===== src/rtl/ac97_pkg.sv =====
// rtl/ac97_pkg.sv - shared AC-97 frame geometry, tag positions and command record
package ac97_pkg;

  localparam int FRAME_BITS = 256;
  localparam int SLOT_BITS  = 20;

  // First bit_count of each slot; SLOT_END is the first bit after slot 4
  localparam int SLOT1    = 16;
  localparam int SLOT2    = 36;
  localparam int SLOT3    = 56;
  localparam int SLOT4    = 76;
  localparam int SLOT_END = 96;

  // Tag positions counted in transmit order (bit 0 is sent first)
  localparam int TAG_VALID       = 0;
  localparam int TAG_SLOT1       = 1;
  localparam int TAG_SLOT2       = 2;
  localparam int TAG_SLOT3       = 3;
  localparam int TAG_SLOT4       = 4;
  localparam int TAG_CODEC_READY = 0;

  typedef struct packed {
    logic [6:0]  addr;
    logic [15:0] data;
  } ac97_cmd_t;

  // Slot 0 word with its first-sent bit in the MSB
  function automatic logic [15:0] tag_word(input logic cmd);
    logic [15:0] w;
    w = '0;
    w[15-TAG_VALID] = 1'b1;
    w[15-TAG_SLOT1] = cmd;
    w[15-TAG_SLOT2] = cmd;
    w[15-TAG_SLOT3] = 1'b1;
    w[15-TAG_SLOT4] = 1'b1;
    return w;
  endfunction

endpackage


===== src/rtl/ac97_frame_counter.sv =====
// rtl/ac97_frame_counter.sv - bit counter producing sync, frame load and ready strobe
module ac97_frame_counter #(
  parameter int FRAME_BITS = 256,
  parameter int READY_BIT  = 128
) (
  input  logic       clock,
  input  logic       reset,
  output logic [7:0] bit_count,
  output logic [7:0] bit_next,
  output logic       sync,
  output logic       frame_load,
  output logic       capture_load,
  output logic       ready
);

  localparam logic [7:0] LAST     = 8'(FRAME_BITS - 1);
  localparam logic [7:0] READY_AT = 8'(READY_BIT);
  localparam logic [7:0] SYNC_END = 8'(ac97_pkg::SLOT1);

  always_comb begin
    bit_next = (bit_count == LAST) ? 8'd0 : bit_count + 8'd1;
  end

  assign frame_load   = !reset && (bit_count == LAST);
  assign capture_load = !reset && (bit_next == READY_AT);

  // sync and ready are registered from the next count so they line up with bit_count
  always_ff @(posedge clock) begin
    if (reset) begin
      bit_count <= LAST;
      sync      <= 1'b0;
      ready     <= 1'b0;
    end else begin
      bit_count <= bit_next;
      sync      <= (bit_next < SYNC_END);
      ready     <= (bit_next == READY_AT);
    end
  end

endmodule


===== src/rtl/ac97_link.sv =====
// rtl/ac97_link.sv - AC-97 controller link: frame serializer, slot 3/4 capture, command holder
module ac97_link import ac97_pkg::*; #(
  parameter int FRAME_BITS = 256,
  parameter int READY_BIT  = 128
) (
  input  logic        clock,
  input  logic        reset,
  output logic        ac97_sync,
  output logic        ac97_sdata_out,
  input  logic        ac97_sdata_in,
  output logic        ready,
  output logic        codec_ready,
  input  logic [19:0] left_in,
  input  logic [19:0] right_in,
  output logic [19:0] left_out,
  output logic [19:0] right_out,
  input  logic        cmd_valid,
  output logic        cmd_ready,
  input  logic [6:0]  cmd_addr,
  input  logic [15:0] cmd_data
);

  localparam logic [7:0] TX_END  = 8'(SLOT_END);
  localparam logic [7:0] L_FIRST = 8'(SLOT3 + 1);
  localparam logic [7:0] L_LAST  = 8'(SLOT4);
  localparam logic [7:0] R_FIRST = 8'(SLOT4 + 1);
  localparam logic [7:0] R_LAST  = 8'(SLOT_END);
  localparam logic [7:0] TAG_AT  = 8'(TAG_CODEC_READY + 1);

  logic [7:0]  bit_count;
  logic [7:0]  bit_next;
  logic        frame_load;
  logic        capture_load;

  ac97_cmd_t   cmd_hold;
  logic        pending;
  ac97_cmd_t   slot_cmd;
  logic        cmd_present;
  logic [19:0] tx_left;
  logic [19:0] tx_right;
  logic [19:0] rx_left_sr;
  logic [19:0] rx_right_sr;
  logic [0:SLOT_END-1] tx_frame;

  ac97_frame_counter #(
    .FRAME_BITS (FRAME_BITS),
    .READY_BIT  (READY_BIT)
  ) u_counter (
    .clock        (clock),
    .reset        (reset),
    .bit_count    (bit_count),
    .bit_next     (bit_next),
    .sync         (ac97_sync),
    .frame_load   (frame_load),
    .capture_load (capture_load),
    .ready        (ready)
  );

  assign cmd_ready = !pending;

  // Slots 0..4 in transmit order; everything past slot 4 is sent as zero
  assign tx_frame = {tag_word(cmd_present),
                     1'b0, slot_cmd.addr, 12'b0,
                     slot_cmd.data, 4'b0,
                     tx_left, tx_right};

  always_ff @(posedge clock) begin
    if (reset) begin
      ac97_sdata_out <= 1'b0;
    end else begin
      ac97_sdata_out <= (bit_next < TX_END) ? tx_frame[bit_next[6:0]] : 1'b0;
    end
  end

  // A command accepted on the load cycle misses this frame and goes out in the next
  always_ff @(posedge clock) begin
    if (reset) begin
      cmd_hold    <= '0;
      pending     <= 1'b0;
      slot_cmd    <= '0;
      cmd_present <= 1'b0;
      tx_left     <= '0;
      tx_right    <= '0;
    end else begin
      if (frame_load) begin
        tx_left     <= left_in;
        tx_right    <= right_in;
        cmd_present <= pending;
        if (pending) begin
          slot_cmd <= cmd_hold;
          pending  <= 1'b0;
        end else begin
          slot_cmd <= '0;
        end
      end
      if (cmd_valid && !pending) begin
        cmd_hold.addr <= cmd_addr;
        cmd_hold.data <= cmd_data;
        pending       <= 1'b1;
      end
    end
  end

  // The codec's bit k arrives one count late, so slot windows are shifted by one
  always_ff @(posedge clock) begin
    if (reset) begin
      rx_left_sr  <= '0;
      rx_right_sr <= '0;
      codec_ready <= 1'b0;
      left_out    <= '0;
      right_out   <= '0;
    end else begin
      if (bit_count == TAG_AT) begin
        codec_ready <= ac97_sdata_in;
      end
      if (bit_count >= L_FIRST && bit_count <= L_LAST) begin
        rx_left_sr <= {rx_left_sr[18:0], ac97_sdata_in};
      end
      if (bit_count >= R_FIRST && bit_count <= R_LAST) begin
        rx_right_sr <= {rx_right_sr[18:0], ac97_sdata_in};
      end
      if (capture_load) begin
        left_out  <= rx_left_sr;
        right_out <= rx_right_sr;
      end
    end
  end

endmodule

===== config.mk =====
export PLATFORM = sky130hd
export DESIGN_NAME = ac97_link
export DESIGN_NICKNAME = d
export VERILOG_FILES = /design/src/rtl/ac97_pkg.sv /design/src/rtl/ac97_frame_counter.sv /design/src/rtl/ac97_link.sv
export SDC_FILE = /design/constraint.sdc
export NUM_CORES = 1
export LEC_CHECK = 0
export CORE_MARGIN = 8
export CORE_UTILIZATION = 60
export CTS_BUF_LIST = sky130_fd_sc_hd__clkbuf_4
export DETAILED_ROUTE_END_ITERATION = 10
export DONT_BUFFER_PORTS = 1
export PLACE_DENSITY_LB_ADDON = 0.08
export SYNTH_ARGS = -nofsm -noshare
export SYNTH_HDL_FRONTEND = slang
export SYNTH_SLANG_ARGS = --single-unit
export TNS_END_PERCENT = 100

===== constraint.sdc =====
create_clock -name clock -period 4.7 [get_ports clock]
set_input_delay 0.94 -clock clock [delete_from_list [all_inputs] [get_ports clock]]
set_output_delay 0.94 -clock clock [all_outputs]
set_load 0.01 [all_outputs]

==> results of run 1 <==
-- logic make-up after synthesis --
kind of cell | synth area share
multiplexers | 0.1543
AO/OA/AOI/OAI | 0.09003
adder cells (fa/ha/maj) | 0.008690
buffers and inverters | 0.04832
flip-flops | 0.5005
XOR/XNOR | 0.009559
AND/OR/NAND/NOR | 0.1886
-- path summary, 6_finish.rpt --
check,start,to,depth (start not counted)
setup / recovery,u_counter.bit_count[0],ac97_sdata_out,7
hold reg to reg,slot_cmd[5],slot_cmd[5],2
setup reg to reg,u_counter.bit_count[0],ac97_sdata_out,7
hold / removal,reset,cmd_hold[19],1
-- where the power goes --
| group | leakage, uW | switching (uW) | total (uW) | internal (uW) |
|---|---|---|---|---|
| Clock | 0.000159 | 482 | 860 | 378 |
| Sequential | 0.00146 | 129 | 1790 | 1660 |
| Combinational | 0.00112 | 573 | 920 | 347 |
-- cell type report --
cell class                 instances  share of cell area
sequential                       180              0.4847
multi-input combinational        545              0.4398
tap                              147             0.02474
clock buffer                      20             0.02020
clock inverter                    12             0.01851
timing repair buffer               8            0.008078
inverter                           8            0.004039
-- synth_stat cells (2+ instances only) --
cell       instances
a2111oi_0          2
a211oi_1           5
a21oi_1           90
a31oi_1            2
and3_1             4
and4_1             3
buf_1              8
buf_12             4
buf_2              7
clkbuf_1          41
dfxtp_1          180
ha_1               5
inv_1              8
mux2i_1           84
mux4_2            12
nand2_1          171
nand2b_1           4
nand3_1           28
nand4_1            4
nor2_1            89
nor2b_1            2
nor3_1             5
o21a_1             2
o21ai_0            2
o311a_1            2
o31ai_1            2
o41ai_1            2
or2_2              3
or3_1              2
xnor2_1            4
xor2_1             2
-- per-stage QoR --
stage / total power, uW / instances / hold slack [ns] / util / setup WS, ns
3_5_place_dp: 2738 / 888 / 0.4382 / 0.6025 / 0.7803
2_1_floorplan: 2548 / 795 / 0.4273 / - / 1.986
3_3_place_gp: 2708 / 888 / 0.4300 / 0.6025 / 0.9135
6_report: 3569 / 920 / 0.4278 / 0.6268 / 0.7876
4_1_cts: 3600 / 920 / 0.3895 / 0.6268 / 0.7190
5_1_grt: 3782 / 920 / 0.3586 / 0.6268 / 0.5063
-- routing by layer --
metal  vias up  share of wire  track usage
met3        10          0.067      0.07012
met4         0         0.0093      0.05802
li1       2613              -            -
met2       130           0.47       0.3010
met1      2435           0.45       0.2347
met5         -              0            0
-- worst max-delay path, delay by kind of cell (launching register included) --
| family | cells | cell delay [ns] |
|---|---|---|
| buf+inv | 1 | 0.42 |
| mux | 1 | 0.42 |
| compound gates | 3 | 0.76 |
| simple gates | 1 | 0.17 |
| flops | 1 | 1.01 |
| fa+ha+maj | 1 | 1.02 |
-- placed cells by master, fill, tap and decap left out, types with 2 or more instances in the layout --
cell       count
or2_2          3
and4_1         3
nor2_1        89
clkbuf_4      20
inv_1          8
nand4_1        4
ha_1           5
a21oi_1       90
o21ai_0        2
o21a_1         2
o41ai_1        2
mux4_2        12
nand3_1       28
clkinv_2       4
bufinv_16      3
clkinv_1       3
nor2b_1        2
xnor2_1        4
o311a_1        2
buf_4          8
a211oi_1       5
xor2_1         2
nor3_1         4
a31oi_1        2
dfxtp_1      180
a2111oi_0      2
nand2b_1       4
mux2i_1       84
and3_1         4
o31ai_1        2
nand2_1      171
-- sequential cells by signal, indices dropped and copies added (netlist names) --
signal	cells
u_counter.sync	1
pending	1
rx_right_sr	20
right_out	20
cmd_present	1
u_counter.ready	1
rx_left_sr	20
tx_right	20
slot_cmd	23
u_counter.bit_count	8
cmd_hold	23
left_out	20
tx_left	20
ac97_sdata_out	1
codec_ready	1
==> flow_summary_export.csv, run 1 <==
group,metric,value,unit
sta,fin_worst_skew,0.01747,ns
synthesis,synthDominantCellAreaShare,0.5005,
worst_setup_path,endpoint_kind,"flip-flop",
cells_and_area,drive_gt1_frac,0.07633,
global_route,grt_pass1_vias,4947,
synthesis,synth_cells,795,
sta,rsz0062_at_grt,"no",
cells_and_area,fillerInstances,1070,
worst_setup_path,critPathLaunchType,"flip-flop",
cells_and_area,seq_area,0.003603,sq mm
route,num_vias,5188,
clock_tree,path_clk_slew,0.13,ns
clock_tree,clock_sinks,180,
sta,max_freq,255.6,MHz
worst_setup_path,path_class,"reg2reg",
sta,drv_slew,0,
placed_design,dp_hpwl,9523,um
synthesis,async_flop_share,0,
cells_and_area,nNetsFinal,832,
worst_setup_path,crit_arrival,4.36,ns
sta,max-slew-margin-rel,0.2800,
route,drc_errors,0,
worst_setup_path,crit_top_cell,"o311a_1",
worst_setup_path,reg2reg_slack,0.79,ns
floorplan,die_w,125.5,um
synthesis,syn_area,0.007199,sq mm
global_route,antenna_found_initial,0,
sta,worst_pin_slew,1.075,ns
synthesis,yosysWarnings,0,
route,ant_nets,0,
worst_setup_path,slowest_stage,"ha_1",
worst_setup_path,max_stage_delay,1.02,ns
cells_and_area,multiInputGateArea,0.003269,sq mm
synthesis,ys_ff_latch,180,
sta,tns,0,ns
floorplan,die_area,0.01576,sq mm
route,routedWlPerCell,15.98,um
synthesis,ys.flop_type,"dfxtp_1",
global_route,grt_pass1_wl,24590,um
cells_and_area,area_growth,3.267,%
clock_tree,root_buffer,"clkbuf_4",
placed_design,port_buffers,0,
synthesis,synth_edf_count,0,
job,maxCapViolations,0,
clock_tree,postCtsSetupRepairBufs,0,
power_and_ir_drop,p_leak,0.002742,uW
cells_and_area,fin_area,0.007435,sq mm
synthesis,synthTopCellsByArea,"dfxtp_1 50%, mux2i_1 12%, nand2_1 8.9%",
floorplan,ios,112,
floorplan,core_area,0.01186,sq mm
placed_design,place_area,0.007147,sq mm
clock_tree,clock_latency,0.57,ns
synthesis,yosysSeqAreaShare,0.5005,
synthesis,yosysTopAreaCell,"dfxtp_1",
worst_setup_path,cp_max_fo,25,
synthesis,avgSynthCellArea,9.056,sq um
route,drt-vias-per-instance,5.639,
sta,hold_viol,0,
status,status,"finished, final reports clean",
global_route,grt_start_max_net_pins,178,
worst_setup_path,required,5.15,ns
power_and_ir_drop,p_per_area,480.1,mW/mm^2
synthesis,postSynthNetCount,867,
clock_tree,cts_buffers,17,
route,firstDrtPassIters,6,
clock_tree,h-tree-depth,4,
worst_setup_path,crit_chain,"inv_1, ha_1, mux4_2, nand2b_1, o311a_1, a22o_1, o311a_1",
floorplan,initial_core_util,0.6070,
sta,finalSetupViolCount,0,
min_path,hold_path_class,"in2reg",
floorplan,die_h,125.5,um
placed_design,place_congestion,0.8243,
floorplan,rows,40,
sta,post-route-min-period,3.912,ns
sta,post-route-period-util,0.8324,
cells_and_area,antenna_cells,0,
route,wirelength,14700,um
global_route,grtUsageTotal,0.1896,
synthesis,ys_types,47,
power_and_ir_drop,ir_drop,0.2318,mV
global_route,grt.overflow.total,0,
clock_tree,clockBufferDepth,2,
route,drt_iter0_drc,384,
clock_tree,cts-hold-fix-buffers,0,
clock_tree,cts.repair.resized,0,
clock_tree,cts_tree,"built",
Note: power is estimated with default switching activity, not from simulation.
==> run 2: changes to the inputs <==
clock period = 3.6 ns   (was 4.7 ns; I/O delays follow)
==> run 2 against run 1 <==
Register-to-register slack lost 0.12 ns. Clock skew shrank 0.0036 ns. Die area is the same. Critical path depth grew 2. Clock power grew 37%. Via count shrank 0.12%. Combinational power grew 35%. Critical endpoint is now left_out[6]. Largest cell class unchanged.
==> flow_summary_export.csv, run 2 (synthesis results as in run 1) <==
group,metric,value,unit
power_and_ir_drop,power_switching,1538,uW
placed_design,port_buffers,0,
cells_and_area,seq_area,0.003603,sq mm
global_route,use_met3,0.06247,
cells_and_area,reg_top3,"cmd_hold: 23 flops, slot_cmd: 23 flops",
clock_tree,h-tree-depth,4,
cells_and_area,final_cell_mix,"180 x dfxtp_1, 171 x nand2_1, 90 x a21oi_1",
route,drt-vias-per-instance,5.614,
worst_setup_path,slowest_stage,"xnor2_1",
power_and_ir_drop,p_int,3195,uW
min_path,hold_path_class,"in2reg",
global_route,grt_start_max_net_pins,178,
sta,post-route-period-util,0.8147,
power_and_ir_drop,seqPwrFrac,0.489,
worst_setup_path,max_stage_delay,0.47,ns
worst_setup_path,worst_r2r_endpoint,"left_out[6]",
route,firstDrtPassIters,6,
route,drc_errors,0,
sta,tns,0,ns
cells_and_area,drive_gt1_frac,0.08119,
power_and_ir_drop,ir_drop,0.3130,mV
cells_and_area,multiInputGateArea,0.003269,sq mm
placed_design,dp_worst_setup_slack,0.7149,ns
cells_and_area,antenna_cells,0,
sta,max_freq,340.9,MHz
worst_setup_path,endpoint_kind,"flip-flop",
cells_and_area,utilization,0.6318,
global_route,met2_usage,0.2823,
clock_tree,cts-hold-fix-buffers,0,
sta,max-slew-margin-rel,0.5327,
worst_setup_path,required,4.04,ns
route,drt_iter0_drc,368,
cells_and_area,area_growth,4.084,%
worst_setup_path,critPathLaunchType,"flip-flop",
sta,hold_viol,0,
clock_tree,cts_tree,"built",
sta,drv_slew,0,
clock_tree,clock_sinks,180,
power_and_ir_drop,switching_share,0.3249,
global_route,grtUsageTotal,0.1855,
min_path,hold_start,"reset",
floorplan,die_area,0.01576,sq mm
route,wirelength,14530,um
placed_design,place_congestion,0.8928,
global_route,grt.overflow.total,0,
worst_setup_path,path_class,"reg2reg",
floorplan,die_h,125.5,um
worst_setup_path,crit_arrival,3.37,ns
floorplan,ios,112,
clock_tree,path_clk_slew,0.12,ns
clock_tree,clock_latency,0.55,ns
power_and_ir_drop,combPwrFrac,0.262,
route,routedWlPerCell,15.74,um
job,maxCapViolations,0,
power_and_ir_drop,p_leak,0.002776,uW
cells_and_area,nNetsFinal,836,
route,num_vias,5182,
worst_setup_path,worstRegToRegCells,9,
clock_tree,clockBufferDepth,2,
global_route,antenna_found_initial,0,
worst_setup_path,crit_chain,"buf_4, ha_1, and3_1, xnor2_1, o31ai_1, nor4b_4, buf_12, mux2i_1, nor2_1",
worst_setup_path,r2r-start,"u_counter.bit_count[0]",
floorplan,rows,40,
clock_tree,postCtsSetupRepairBufs,0,
sta,finalSetupViolCount,0,
floorplan,die_w,125.5,um
power_and_ir_drop,p_per_area,631.7,mW/mm^2
sta,rsz0062_at_grt,"no",
min_path,hold_path_depth,1,
clock_tree,cts.repair.resized,0,
global_route,globalRouteMet1Util,0.2380,
min_path,hold_end,"cmd_hold[14]",
global_route,grt_pass1_vias,4868,
sta,holdWs,0.2326,ns
cells_and_area,final_common_cell,"dfxtp_1",
route,ant_nets,0,
global_route,grt_pass1_wl,24180,um
status,status,"finished, final reports clean",
floorplan,initial_core_util,0.6070,
worst_setup_path,reg2reg_slack,0.67,ns
cells_and_area,fillerInstances,1062,
placed_design,place_area,0.007189,sq mm
clock_tree,cts_buffers,17,
sta,post-route-min-period,2.933,ns
placed_design,dp_hpwl,9674,um
sta,fin_worst_skew,0.01386,ns
worst_setup_path,cp_max_fo,41,
floorplan,core_area,0.01186,sq mm
cells_and_area,fin_area,0.007493,sq mm
global_route,grt_busiest_layer,"met2",
sta,worst_pin_slew,0.6992,ns
clock_tree,root_buffer,"clkbuf_4",
sta,setup_slack,0.6670,ns
power_and_ir_drop,pwr-share-clk,0.249,
## run 2: cell types whose count changed in the layout (fill, tap and decap cells not counted), sizes merged
| cell | delta |
|---|---|
| clkinvlp | -1 |
| bufinv | +1 |
| clkinv | -1 |
| inv | +1 |
| buf | +4 |
| clkbuf | -1 |
## run 2: area by class of cell
class                      instances  area share
sequential                       180      0.4809
multi-input combinational        545      0.4363
tap                              147     0.02454
clock inverter                    12     0.02154
clock buffer                      19     0.01903
timing repair buffer              12     0.01369
inverter                           8    0.004007
## run 2: metal layers
metal,vias up,wire [um]
met3,16,851
li1,2622,-
met1,2438,6707
met5,-,0
met2,106,6758
met4,0,215
## run 2: how the worst max path moves through the flow
| stage | cells after the start | to | from |
|---|---|---|---|
| after floorplan | 11 | ac97_sdata_out | u_counter.bit_count[0] |
| after detailed placement | 9 | ac97_sdata_out | u_counter.bit_count[0] |
| after global routing | 9 | right_out[13] | u_counter.bit_count[0] |
| final | 9 | left_out[6] | u_counter.bit_count[0] |
| after CTS | 9 | left_out[6] | u_counter.bit_count[0] |
| after global placement | 9 | ac97_sdata_out | u_counter.bit_count[0] |
## run 2: power groups by stage
stage	logic, uW	clock network, uW	registers, uW
floorplan	1040	0	2290
global placement	1220	0	2350
detailed placement	1240	0	2360
CTS	1250	1220	2310
global route	1370	1310	2340
finish	1240	1180	2310
## run 2: stage by stage
stage	power [uW]	std cells
floorplan	3326	795
global placement	3563	892
detailed placement	3599	892
CTS	4779	923
global route	5010	923
finish	4733	923
## run 2: worst max-delay path, delay by kind of cell, from the launching register on
family / cells / cell delay (ns)
compound gates: 1 / 0.26
xor+xnor: 1 / 0.47
fa+ha+maj: 1 / 0.31
buf+inv: 2 / 0.50
flops: 1 / 0.34
mux: 1 / 0.24
simple gates: 3 / 0.69
==> run 3: changes to the inputs <==
CORE_UTILIZATION = 59   (was 60)
clock period = 2.5 ns   (was 3.6 ns; I/O delays follow)
==> run 3 against run 2 <==
Total power up 46%. Critical endpoint is now ac97_sdata_out. Sequential power up 43%. Setup slack worse by 0.59 ns. Global-route usage up 0.77 points. Fmax up 21%. Die area up 1.5%. Wire length up 7.6%. Flip-flop and latch count unchanged. Clock power up 25%. Cell count up 5.1%. Sequential share of layout area down 2.9 points. Largest power group unchanged.
==> flow_summary_export.csv, run 3 (synthesis results as in run 1) <==
group,metric,value,unit
status,status,"finished, final reports clean",
floorplan,die_area,0.01599,sq mm
cells_and_area,final_cell_mix,"176 x dfxtp_1, 171 x nand2_1, 90 x a21oi_1",
power_and_ir_drop,p_per_area,864.5,mW/mm^2
job,maxCapViolations,0,
cells_and_area,reg_top3,"cmd_hold: 23 flops, slot_cmd: 23 flops",
cells_and_area,final_common_cell,"dfxtp_1",
worst_setup_path,required,2.96,ns
sta,finalSetupViolCount,0,
sta,rsz0062_at_grt,"yes",
floorplan,core_area,0.01196,sq mm
clock_tree,clockBufferDepth,2,
placed_design,dp_hpwl,9896,um
sta,hold_viol,0,
route,drt-vias-per-instance,5.536,
worst_setup_path,crit_arrival,2.88,ns
route,firstDrtPassIters,5,
power_and_ir_drop,ir_drop,0.4793,mV
floorplan,rows,40,
global_route,grt_pass1_wl,25440,um
clock_tree,clock_latency,0.55,ns
floorplan,die_w,126.5,um
clock_tree,cts_tree,"built",
worst_setup_path,reg2reg_slack,0.08,ns
route,wirelength,15640,um
sta,max-slew-margin-rel,0.5037,
clock_tree,h-tree-depth,4,
global_route,grt_pass1_vias,5138,
sta,holdWs,0.002808,ns
clock_tree,cts-hold-fix-buffers,25,
global_route,grt_start_max_net_pins,178,
cells_and_area,area_growth,10.91,%
clock_tree,clock_sinks,180,
sta,setup_slack,0.07715,ns
sta,worst_pin_slew,0.7426,ns
global_route,antenna_found_initial,1,
floorplan,ios,112,
sta,post-route-min-period,2.423,ns
worst_setup_path,worst_r2r_endpoint,"ac97_sdata_out",
route,top_layer,"met4",
sta,post-route-period-util,0.9691,
route,routedWlPerCell,16.12,um
sta,drv_slew,0,
sta,max_freq,412.7,MHz
route,drt_iter0_drc,326,
worst_setup_path,r2r-start,"u_counter.bit_count[0]",
route,route.met2.wl,7462,um
power_and_ir_drop,p_leak,0.003015,uW
worst_setup_path,critPathLaunchType,"flip-flop",
cells_and_area,drive_gt1_frac,0.1180,
sta,tns,0,ns
clock_tree,path_clk_slew,0.14,ns
cells_and_area,nNetsFinal,881,
sta,fin_worst_skew,0.02018,ns
worst_setup_path,path_class,"reg2reg",
global_route,grt.overflow.total,0,
route,drc_errors,0,
min_path,hold_end,"tx_left[12]",
floorplan,initial_core_util,0.6019,
worst_setup_path,worstRegToRegCells,8,
route,ant_nets,0,
route,num_vias,5370,
route,wl_met1,7071,um
worst_setup_path,endpoint_kind,"flip-flop",
min_path,hold_path_depth,1,
placed_design,dp_worst_setup_slack,-0.02686,ns
min_path,hold_start,"reset",
global_route,grtUsageTotal,0.1932,
floorplan,die_h,126.5,um
placed_design,place_congestion,0.8679,
cells_and_area,fillerInstances,1010,
power_and_ir_drop,p_total,6903,uW
clock_tree,cts_buffers,17,
clock_tree,root_buffer,"clkbuf_4",
route,dr_wl_met3,977,um
min_path,hold_path_class,"in2reg",
worst_setup_path,cp_max_fo,7,
placed_design,port_buffers,0,
## run 3: cell count changes in the layout (fill, tap and decap cells not counted), sizes merged
cell | before | now
dlygate4sd3 | 0 | 25
buf | 12 | 31
bufinv | 4 | 1
clkinvlp | 0 | 3
clkbuf | 19 | 20
diode | 0 | 1
inv | 9 | 10
## run 3: cell type report
cell class / instances / area [sq um] / share of cell area
timing repair buffer: 57 / 575.6 / 0.07208
antenna: 1 / 2.502 / 0.0003134
sequential: 180 / 3608 / 0.4519
clock buffer: 19 / 142.6 / 0.01786
inverter: 8 / 30.03 / 0.003761
multi-input combinational: 545 / 3332 / 0.4173
clock inverter: 13 / 110.1 / 0.01379
tap: 147 / 183.9 / 0.02303
## run 3: worst max-delay path by stage
stage	startpoint	to	slack, ns
2_1_floorplan	u_counter.bit_count[0]	ac97_sdata_out	0.03
3_3_place_gp	u_counter.bit_count[0]	ac97_sdata_out	0.04
3_5_place_dp	u_counter.bit_count[1]	right_out[9]	-0.03
4_1_cts	u_counter.bit_count[0]	left_out[19]	0.0009
5_1_grt	u_counter.bit_count[0]	ac97_sdata_out	-0.05
6_report	u_counter.bit_count[0]	ac97_sdata_out	0.08
## run 3: critical path, stage by stage (launching register included)
cell and delay, ns:
dfxtp_2 0.36, ha_4 0.17, xnor2_2 0.40, buf_4 0.28, mux4_2 0.52, mux2i_1 0.23
o21a_1 0.14, a211oi_1 0.08, o311a_1 0.14
## run 3: power breakdown
group          switching [uW]  leakage [uW]  internal [uW]
Clock                     958      0.000134            512
Sequential                180       0.00146           3130
Combinational            1240       0.00142            891
Total                    2370       0.00302           4530
## run 3: timing repair
item	CTS	global route
gates cloned	1	1
pin swaps	1	2
endpoints found under the hold margin	169	122
gates resized for setup	4	21
setup endpoints to repair	10	50
setup buffers	1	3
## run 3: layer usage
metal	up-vias	track usage
li1	2710	-
met1	2531	0.2439
met2	120	0.3072
met3	9	0.06703
met4	0	0.05308
met5	-	0
## run 3: metrics by stage
step,std cells,util,cell area [sq um]
after detailed placement,906,0.6109,7307
final,970,0.6676,7985
after CTS,965,0.6575,7865
after global placement,906,0.6109,7307
after global routing,970,0.6676,7985
after floorplan,795,-,7203
